File: src/rtl/cram_arbiter_pkg.sv
// Shared types and constants for the CellularRAM arbiter/sequencer.
package cram_arbiter_pkg;

  localparam int ADDR_W    = 26;
  localparam int DATA_W    = 16;
  localparam int T_ACC_DEF = 8;
  localparam int T_REC_DEF = 2;

  typedef enum logic [1:0] {
    IDLE   = 2'd0,
    ACCESS = 2'd1,
    RECOV  = 2'd2
  } state_t;

  // Active-high byte enables {upper, lower} to the RAM's active-low {UB, LB}.
  function automatic logic [1:0] byte_lanes_n(input logic [1:0] be);
    return ~be;
  endfunction

endpackage

File: src/rtl/cram_arbiter_if.sv
// One requester port of the CellularRAM arbiter: request, command and ack.
interface cram_arbiter_if;
  import cram_arbiter_pkg::*;

  logic              req;
  logic              we;
  logic [ADDR_W-1:0] addr;
  logic [DATA_W-1:0] wdata;
  logic [1:0]        be;
  logic              ack;

  modport master (output req, output we, output addr, output wdata, output be, input ack);
  modport slave  (input req, input we, input addr, input wdata, input be, output ack);

endinterface

File: src/rtl/cram_rr_arbiter.sv
// Two-way round-robin grant: on a tie the port that did not win last time wins.
module cram_rr_arbiter (
  input  logic       en,
  input  logic       req0,
  input  logic       req1,
  input  logic       last_grant,
  output logic [1:0] gnt,
  output logic       next_last
);

  // One-hot grant and updated last-grant pointer.
  always_comb begin
    gnt       = 2'b00;
    next_last = last_grant;
    if (en) begin
      if (req0 && req1) begin
        gnt = last_grant ? 2'b01 : 2'b10;
      end else if (req0) begin
        gnt = 2'b01;
      end else if (req1) begin
        gnt = 2'b10;
      end
      if (gnt[0]) begin
        next_last = 1'b0;
      end else if (gnt[1]) begin
        next_last = 1'b1;
      end
    end
  end

endmodule

File: src/rtl/cram_arbiter.sv
// Two-port arbiter and asynchronous single-word sequencer for CellularRAM.
// All RAM pins are registered; the pad tristate is built from DQ_out/DQ_oe.
module cram_arbiter
  import cram_arbiter_pkg::*;
#(
  parameter int T_ACC = T_ACC_DEF,
  parameter int T_REC = T_REC_DEF
) (
  input  logic              clk,
  input  logic              rst,
  cram_arbiter_if.slave     p0,
  cram_arbiter_if.slave     p1,
  output logic [DATA_W-1:0] rd_data,
  output logic [ADDR_W-1:0] A,
  input  logic [DATA_W-1:0] DQ_in,
  output logic [DATA_W-1:0] DQ_out,
  output logic              DQ_oe,
  output logic              CE,
  output logic              OE,
  output logic              WE,
  output logic              UB,
  output logic              LB,
  output logic              ADV,
  output logic              CLK,
  output logic              CRE,
  input  logic              WAIT
);

  localparam int CNT_MAX = (T_ACC > T_REC) ? T_ACC : T_REC;
  localparam int CNT_W   = $clog2(CNT_MAX + 1);

  state_t            state;
  logic [CNT_W-1:0]  cnt;
  logic              last_grant;
  logic              cur_port;
  logic              we_r;
  logic [1:0]        gnt;
  logic              next_last;

  logic              sel_we;
  logic [ADDR_W-1:0] sel_addr;
  logic [DATA_W-1:0] sel_wdata;
  logic [1:0]        sel_be;

  // Asynchronous mode only: no burst clock, no address-valid, no config access.
  assign ADV = 1'b0;
  assign CLK = 1'b0;
  assign CRE = 1'b0;

  cram_rr_arbiter u_rr (
    .en         (state == IDLE),
    .req0       (p0.req),
    .req1       (p1.req),
    .last_grant (last_grant),
    .gnt        (gnt),
    .next_last  (next_last)
  );

  // Command of the port being granted this cycle.
  always_comb begin
    sel_we    = p0.we;
    sel_addr  = p0.addr;
    sel_wdata = p0.wdata;
    sel_be    = p0.be;
    if (gnt[1]) begin
      sel_we    = p1.we;
      sel_addr  = p1.addr;
      sel_wdata = p1.wdata;
      sel_be    = p1.be;
    end
  end

  // Access sequencer: grant, hold CE low for T_ACC cycles, then recover for T_REC.
  always_ff @(posedge clk) begin
    if (rst) begin
      state      <= IDLE;
      cnt        <= '0;
      last_grant <= 1'b1;
      cur_port   <= 1'b0;
      we_r       <= 1'b0;
      A          <= '0;
      DQ_out     <= '0;
      rd_data    <= '0;
      DQ_oe      <= 1'b0;
      CE         <= 1'b1;
      OE         <= 1'b1;
      WE         <= 1'b1;
      UB         <= 1'b1;
      LB         <= 1'b1;
      p0.ack     <= 1'b0;
      p1.ack     <= 1'b0;
    end else begin
      p0.ack <= 1'b0;
      p1.ack <= 1'b0;
      case (state)
        IDLE: begin
          if (gnt != 2'b00) begin
            cur_port   <= gnt[1];
            last_grant <= next_last;
            we_r       <= sel_we;
            A          <= sel_addr;
            DQ_out     <= sel_wdata;
            {UB, LB}   <= byte_lanes_n(sel_be);
            cnt        <= CNT_W'(T_ACC - 1);
            CE         <= 1'b0;
            OE         <= sel_we;
            WE         <= ~sel_we;
            DQ_oe      <= sel_we;
            state      <= ACCESS;
          end
        end
        ACCESS: begin
          if (cnt == '0) begin
            state <= RECOV;
            cnt   <= CNT_W'(T_REC - 1);
            CE    <= 1'b1;
            OE    <= 1'b1;
            WE    <= 1'b1;
            if (!we_r) begin
              rd_data <= DQ_in;
            end
            if (cur_port) begin
              p1.ack <= 1'b1;
            end else begin
              p0.ack <= 1'b1;
            end
          end else begin
            cnt <= cnt - 1'b1;
          end
        end
        RECOV: begin
          // Write data is held on the bus for the first recovery cycle only.
          DQ_oe <= 1'b0;
          if (cnt == '0) begin
            state <= IDLE;
          end else begin
            cnt <= cnt - 1'b1;
          end
        end
        default: state <= IDLE;
      endcase
    end
  end

endmodule

File: src/flat_wrapper.sv
// flat-port wrapper written by rule: the top's interface ports become plain ports
module cram_arbiter_flat import cram_arbiter_pkg::*;
#(
  parameter int T_ACC = T_ACC_DEF,
  parameter int T_REC = T_REC_DEF
)
  (clk, rst, rd_data, A, DQ_in, DQ_out, DQ_oe, CE, OE, WE, UB, LB, ADV, CLK, CRE, WAIT, p0_req, p0_we, p0_addr, p0_wdata, p0_be, p0_ack, p1_req, p1_we, p1_addr, p1_wdata, p1_be, p1_ack);
  cram_arbiter_if p0_i ();
  cram_arbiter_if p1_i ();
  input  logic clk;
  input  logic rst;
  output logic [DATA_W-1:0] rd_data;
  output logic [ADDR_W-1:0] A;
  input  logic [DATA_W-1:0] DQ_in;
  output logic [DATA_W-1:0] DQ_out;
  output logic DQ_oe;
  output logic CE;
  output logic OE;
  output logic WE;
  output logic UB;
  output logic LB;
  output logic ADV;
  output logic CLK;
  output logic CRE;
  input  logic WAIT;
  input wire logic [$bits(p0_i.req)-1:0] p0_req;
  input wire logic [$bits(p0_i.we)-1:0] p0_we;
  input wire logic [$bits(p0_i.addr)-1:0] p0_addr;
  input wire logic [$bits(p0_i.wdata)-1:0] p0_wdata;
  input wire logic [$bits(p0_i.be)-1:0] p0_be;
  output wire logic [$bits(p0_i.ack)-1:0] p0_ack;
  input wire logic [$bits(p1_i.req)-1:0] p1_req;
  input wire logic [$bits(p1_i.we)-1:0] p1_we;
  input wire logic [$bits(p1_i.addr)-1:0] p1_addr;
  input wire logic [$bits(p1_i.wdata)-1:0] p1_wdata;
  input wire logic [$bits(p1_i.be)-1:0] p1_be;
  output wire logic [$bits(p1_i.ack)-1:0] p1_ack;
  assign p0_i.req = p0_req;
  assign p0_i.we = p0_we;
  assign p0_i.addr = p0_addr;
  assign p0_i.wdata = p0_wdata;
  assign p0_i.be = p0_be;
  assign p0_ack = p0_i.ack;
  assign p1_i.req = p1_req;
  assign p1_i.we = p1_we;
  assign p1_i.addr = p1_addr;
  assign p1_i.wdata = p1_wdata;
  assign p1_i.be = p1_be;
  assign p1_ack = p1_i.ack;
  cram_arbiter #(.T_ACC(T_ACC), .T_REC(T_REC)) u_core (.clk(clk), .rst(rst), .p0(p0_i), .p1(p1_i), .rd_data(rd_data), .A(A), .DQ_in(DQ_in), .DQ_out(DQ_out), .DQ_oe(DQ_oe), .CE(CE), .OE(OE), .WE(WE), .UB(UB), .LB(LB), .ADV(ADV), .CLK(CLK), .CRE(CRE), .WAIT(WAIT));
endmodule
File: config.mk
export PLATFORM = sky130hd
export DESIGN_NAME = cram_arbiter_flat
export DESIGN_NICKNAME = d
export VERILOG_FILES = /design/src/rtl/cram_arbiter_pkg.sv /design/src/rtl/cram_arbiter_if.sv /design/src/rtl/cram_rr_arbiter.sv /design/src/rtl/cram_arbiter.sv /design/src/flat_wrapper.sv
export SDC_FILE = /design/constraint.sdc
export NUM_CORES = 1
export LEC_CHECK = 0
export ABC_AREA = 1
export CORE_AREA = 2 2 110 112
export CTS_CLUSTER_SIZE = 16
export DETAILED_ROUTE_END_ITERATION = 7
export DIE_AREA = 0 0 112 114
export PLACE_DENSITY = 0.77
export SLEW_MARGIN = 20
export SYNTH_ARGS = -nofsm -noshare
export SYNTH_HDL_FRONTEND = slang
export SYNTH_SLANG_ARGS = --single-unit
File: constraint.sdc
create_clock -name clk -period 1.5 [get_ports clk]
set_input_delay 0.225 -clock clk [delete_from_list [all_inputs] [get_ports clk]]
set_output_delay 0.225 -clock clk [all_outputs]
set_load 0.01 [all_outputs]
After elaboration in Yosys (flattened, before gate mapping)
Index checks and enable logic that the tools add are counted.
{"block": "classes", "add_sub_neg": 1, "eq_ne": 6, "n_mux": 30, "bitwise_logic": 5, "reduce_logical": 16}
{"cell": "two-way mux 26 bit", "count": 1}
{"cell": "two-way mux 2 bit", "count": 10}
{"cell": "two-way mux 16 bit", "count": 1}
{"cell": "AND reduction 3 bit", "count": 5}
{"cell": "two-way mux 4 bit", "count": 3}
{"cell": "case mux 4 bit (3 select lines)", "count": 1}
{"cell": "two-way mux 1 bit", "count": 9}
{"cell": "case mux 1 bit (2 select lines)", "count": 4}
{"cell": "nonzero test 2 bit", "count": 4}
{"cell": "!= test 2 x 1 -> 1 bit (second input constant)", "count": 3}
{"cell": "case mux 2 bit (3 select lines)", "count": 1}
{"cell": "zero test 4 bit", "count": 1}
{"cell": "inverter 1 bit", "count": 4}
{"cell": "AND reduction 2 bit", "count": 2}
{"cell": "subtractor 4 x 1 -> 4 bit (second input constant)", "count": 1}
{"cell": "nonzero test 3 bit", "count": 1}
{"cell": "OR reduction 3 bit", "count": 1}
{"cell": "equality test 2 x 1 -> 1 bit (second input constant)", "count": 1}
{"cell": "equality test 2 bit (second input constant)", "count": 1}
{"cell": "zero test 2 bit", "count": 1}
{"cell": "!= test 2 bit (second input constant)", "count": 1}
{"cell": "inverter 2 bit", "count": 1}
{"cell": "logical AND 1 bit", "count": 1}
{"block": "word_totals", "reg_bits": 75, "in_bits": 111}

Logic depth before layout (Yosys ltp)
{"block": "logic_depth", "depth_word": 9, "mapped_depth": 9}

Modules after synthesis
A second synthesis with hierarchy kept.
{"block": "unflattened", "cells_unflattened": 438, "area_unflattened_um2": 3298.2}
{"module": "cram_arbiter", "n_inst": 1, "cells_per_inst": 427, "area_each_um2": 3250.6}
{"module": "cram_rr_arbiter", "n_inst": 1, "cells_per_inst": 11, "area_each_um2": 47.5}

Worst setup path after synthesis
Ideal clock, no wire load.
{"block": "synth_timing", "path_type": "reg-to-reg", "start": "register u_core.state[0]", "end": "register u_core.A[17]", "setup_time_ns": 0.116, "arrival_time_ns": 1.294, "required_time_ns": 1.384, "slack_ns": 0.090, "stages_incl_launch_ff": 9, "n_path_buf": 2, "synth_period_minus_slack_ns": 1.410, "path_cell_list": "dfxtp_1 -> inv_1 -> ha_1 -> inv_1 -> a21oi_4 -> buf_2 -> buf_4 -> o211ai_1 -> inv_1"}
{"block": "synth_between", "elab_chain_len": 4, "elab_cells_between_ends": 5, "classes_between": "mux (2); reduce/logical (3)"}
{"item": "start, declared", "line_no": "cram_arbiter.sv:32", "text": "state_t state;"}
{"item": "start signal, assigned", "line_no": "cram_arbiter.sv:76", "text": "state <= IDLE;"}
{"item": "start signal, assigned", "line_no": "cram_arbiter.sv:109", "text": "state <= ACCESS;"}
{"item": "start signal, assigned", "line_no": "cram_arbiter.sv:114", "text": "state <= RECOV;"}
{"item": "zero test 2 bit (*)", "line_no": "cram_arbiter.sv:51, cram_arbiter.sv:95"}
{"item": "two-way mux 2 bit", "line_no": "cram_rr_arbiter.sv:15", "text": "if (en) begin"}
{"item": "nonzero test 2 bit", "line_no": "cram_arbiter.sv:97", "text": "if (gnt != 2'b00) begin"}
{"item": "AND reduction 2 bit (no source line)"}
{"item": "end signal, assigned", "line_no": "cram_arbiter.sv:101", "text": "A <= sel_addr;"}
{"item": "end, declared", "line_no": "cram_arbiter.sv:14", "text": "output logic [ADDR_W-1:0] A,"}
Every way passes the cells marked *; elsewhere a longest branch is shown, timed or not.
A chain may end at the register's enable or synchronous reset.

Final worst setup path
{"block": "layout_timing", "start": "register u_core.A[8]", "end": "output A[8]"}
{"item": "end, declared", "line_no": "flat_wrapper.sv:13", "text": "output logic [ADDR_W-1:0] A;"}
No word-level cell between the ends.

==> impl_metrics.csv <==
group,metric,value,unit
run,maxCapViolCount,0,
detailed_routing,vias_per_cell,4.55,
clock_tree,htree_levels,3,
power_and_ir_drop,ir_drop,0.000783,V
clock_tree,cts_sinks,75,
place,io_buffers,175,
setup_path,cp_top_family,"buffers and inverters",
clock_tree,numCtsBuffers,9,
setup_path,crit_fanout,2,
setup_path,crit_buf_inv,1,
grt,antenna_found_initial,0,
synth,yosys-top-cells-area,"dfxtp_1, nand2_1, o211ai_1",
clock_tree,cts_tree,"built",
place,gp_congestion,0.764,
detailed_routing,drtAntennaViolNets,0,
power_and_ir_drop,switching_share,0.349,
setup_path,arrival,1.24,ns
power_and_ir_drop,p_sw,3350,uW
setup_path,end_kind,"primary output",
sta,period_share,0.975,
floorplanning,initial_utilization,0.292,
floorplanning,die_w,112,um
cells_and_area,final_cell_mix,"clkdlybuf4s50_1, nand2_1, dfxtp_1",
setup_path,max_stage_delay,0.56,ns
power_and_ir_drop,comb_power_share,0.471,
sta,setup_viol,0,
clock_tree,cts-root-buf,"clkbuf_16",
synth,yosysTopAreaCell,"dfxtp_1",
setup_path,cp-start-kind,"flip-flop",
power_and_ir_drop,leakage,0.00275,uW
floorplanning,die_area,12800,um2
setup_path,crit_chain,"clkdlybuf4s50_1",
grt,grt_overflow,0,
place,dp_hpwl,7.29,mm
grt,grt_pass1_vias,3566,
synth,ys_seq_area_frac,0.440,
power_and_ir_drop,p_seq_frac,0.303,
clock_tree,worst_skew_pair.late_latency,0.33,ns
synth,synth.top_cell.area_share,0.440,
detailed_routing,routed_wirelength,10.7,mm
sta,slew_viol_final,0,
detailed_routing,vias,3712,
cells_and_area,antennaDiodeCount,0,
synth,syn_avg_cell_area,7.16,um2
clock_tree,clkTransAtPathRegs,0.06,ns
cells_and_area,layout_commonest_cell,"clkdlybuf4s50_1",
sta,fin_skew,0.00681,ns
detailed_routing,drc,0,
power_and_ir_drop,power.internal,6250,uW
power_and_ir_drop,clkPwrFrac,0.226,
sta,hold_viol,0,
synth,ys_types,23,
floorplanning,row_count,40,
hold_path,min_path_type,"flip-flop to flip-flop",
outcome,status,"complete, no violations",
detailed_routing,firstDrtPassIters,4,
sta,grt_setup_unrepaired,"true",
sta,fin_tns_setup,0,ns
cells_and_area,fill_cells,1125,
grt,grt_pass1_wl,17.2,mm
synth,synth_area,3420,um2
floorplanning,core-area,11700,um2
grt,track_usage,0.165,
detailed_routing,drtIter0Drc,146,
synth,synth_warnings,0,
clock_tree,cts_buffer_depth,2,
setup_path,crit_type,"flip-flop to primary output",
cells_and_area,fin_nets,780,
setup_path,slowest_stage,"clkdlybuf4s50_1",
clock_tree,cts_hold_buf,0,
sta,fin_crit,1.46,ns
synth,syn_inst,477,
floorplanning,die_h,114,um
power_and_ir_drop,powerDensity,1610,nW/um2
detailed_routing,wire_per_inst,13.1,um
floorplanning,io_pins,180,
setup_path,cp.required,1.27,ns
grt,grt_max_degree,32,
cells_and_area,area_delta_synth_final,74.0,%
cells_and_area,fin_util,0.508,
synth,synth_seq_cells,75,
cells_and_area,drive_above_1_share,0.0987,
sta,fmax,0.684,GHz
what timing repair did:
action	in CTS	in global routing
pin swaps	0	2
resized for setup	9	12
cloned	2	1
setup buffers	3	0
setup endpoints to repair	17	34
endpoints found under the hold margin	0	0
synth_stat cells (all sizes together):
cell type,number
a21oi,10
clkinv,1
buf,21
nand3,56
xor2,1
nor2,43
inv,61
o211ai,43
nor3,1
o21ai,19
conb,1
nand2,129
dfxtp,75
clkbuf,9
nand3b,1
nand4,1
ha,5
per-layer routing:
layer,vias up,track usage,share of wire
met5,-,0,0
met4,0,0.0772,0.027
met3,19,0.0367,0.057
met2,116,0.274,0.47
met1,1671,0.205,0.44
li1,1906,-,-
metrics by stage:
stage / hold slack (ns) / cell area [um2] / instances / power [uW] / setup WS [ns]
2_1_floorplan: 0.294 / 3420 / 479 / 5030 / 0.0897
3_5_place_dp: 0.446 / 5480 / 795 / 7080 / -0.215
6_report: 0.456 / 5940 / 816 / 9600 / 0.0370
5_1_grt: 0.474 / 5940 / 816 / 10300 / -0.0463
4_1_cts: 0.461 / 5920 / 816 / 9690 / -0.00882
3_3_place_gp: 0.441 / 5480 / 795 / 7030 / -0.201
cell families (layout without fill, tap and decap cells):
logic type / Yosys count / in the layout / synth area share
xor+xnor: 1 / 1 / 0.00256
simple gates: 231 / 231 / 0.281
flops: 75 / 75 / 0.440
other cells: 1 / 3 / 0.00110
buf+inv: 92 / 282 / 0.114
compound gates: 72 / 72 / 0.144
fa+ha+maj: 5 / 5 / 0.0183
cell type report:
type	instances	area, um2	area share
clock buffer	10	239	0.0402
clock inverter	6	65.1	0.0109
inverter	62	236	0.0398
multi-input combinational	312	1570	0.265
sequential	75	1500	0.253
tap	147	184	0.0309
timing repair buffer	204	2140	0.361
state kept, by name, summed over array words and instances (netlist names), 2 cells and up:
| name | flops |
|---|---|
| u_core.cnt | 4 |
| u_core.rd_data | 16 |
| u_core.DQ_out | 16 |
| u_core.A | 26 |
| u_core.state | 2 |
power groups by stage:
stage | sequential, uW | clock [uW] | combinational [uW]
2_1_floorplan | 3140 | 0 | 1900
3_3_place_gp | 2920 | 0 | 4110
3_5_place_dp | 2920 | 0 | 4160
4_1_cts | 2910 | 2230 | 4550
5_1_grt | 2980 | 2320 | 4980
6_report | 2910 | 2170 | 4520
worst register-to-register path: stages, from the launching register on:
cell and delay, ns:
dfxtp_2 0.33, inv_2 0.05, ha_4 0.17, inv_2 0.06, a21oi_4 0.04, buf_12 0.14, buf_12 0.16, buf_4 0.14
o211ai_1 0.19, inv_1 0.05
path summary, 6_finish.rpt:
check                 endpoint             from  slack (ns)  depth (start not counted)
max                       A[8]      u_core.A[8]        0.04                          1
min                  u_core.LB        u_core.LB        0.46                          2
max reg2reg  u_core.DQ_out[13]  u_core.state[1]        0.06                          9
min reg2reg          u_core.LB        u_core.LB        0.46                          2
No activity file was read; power rests on OpenSTA's default activity.
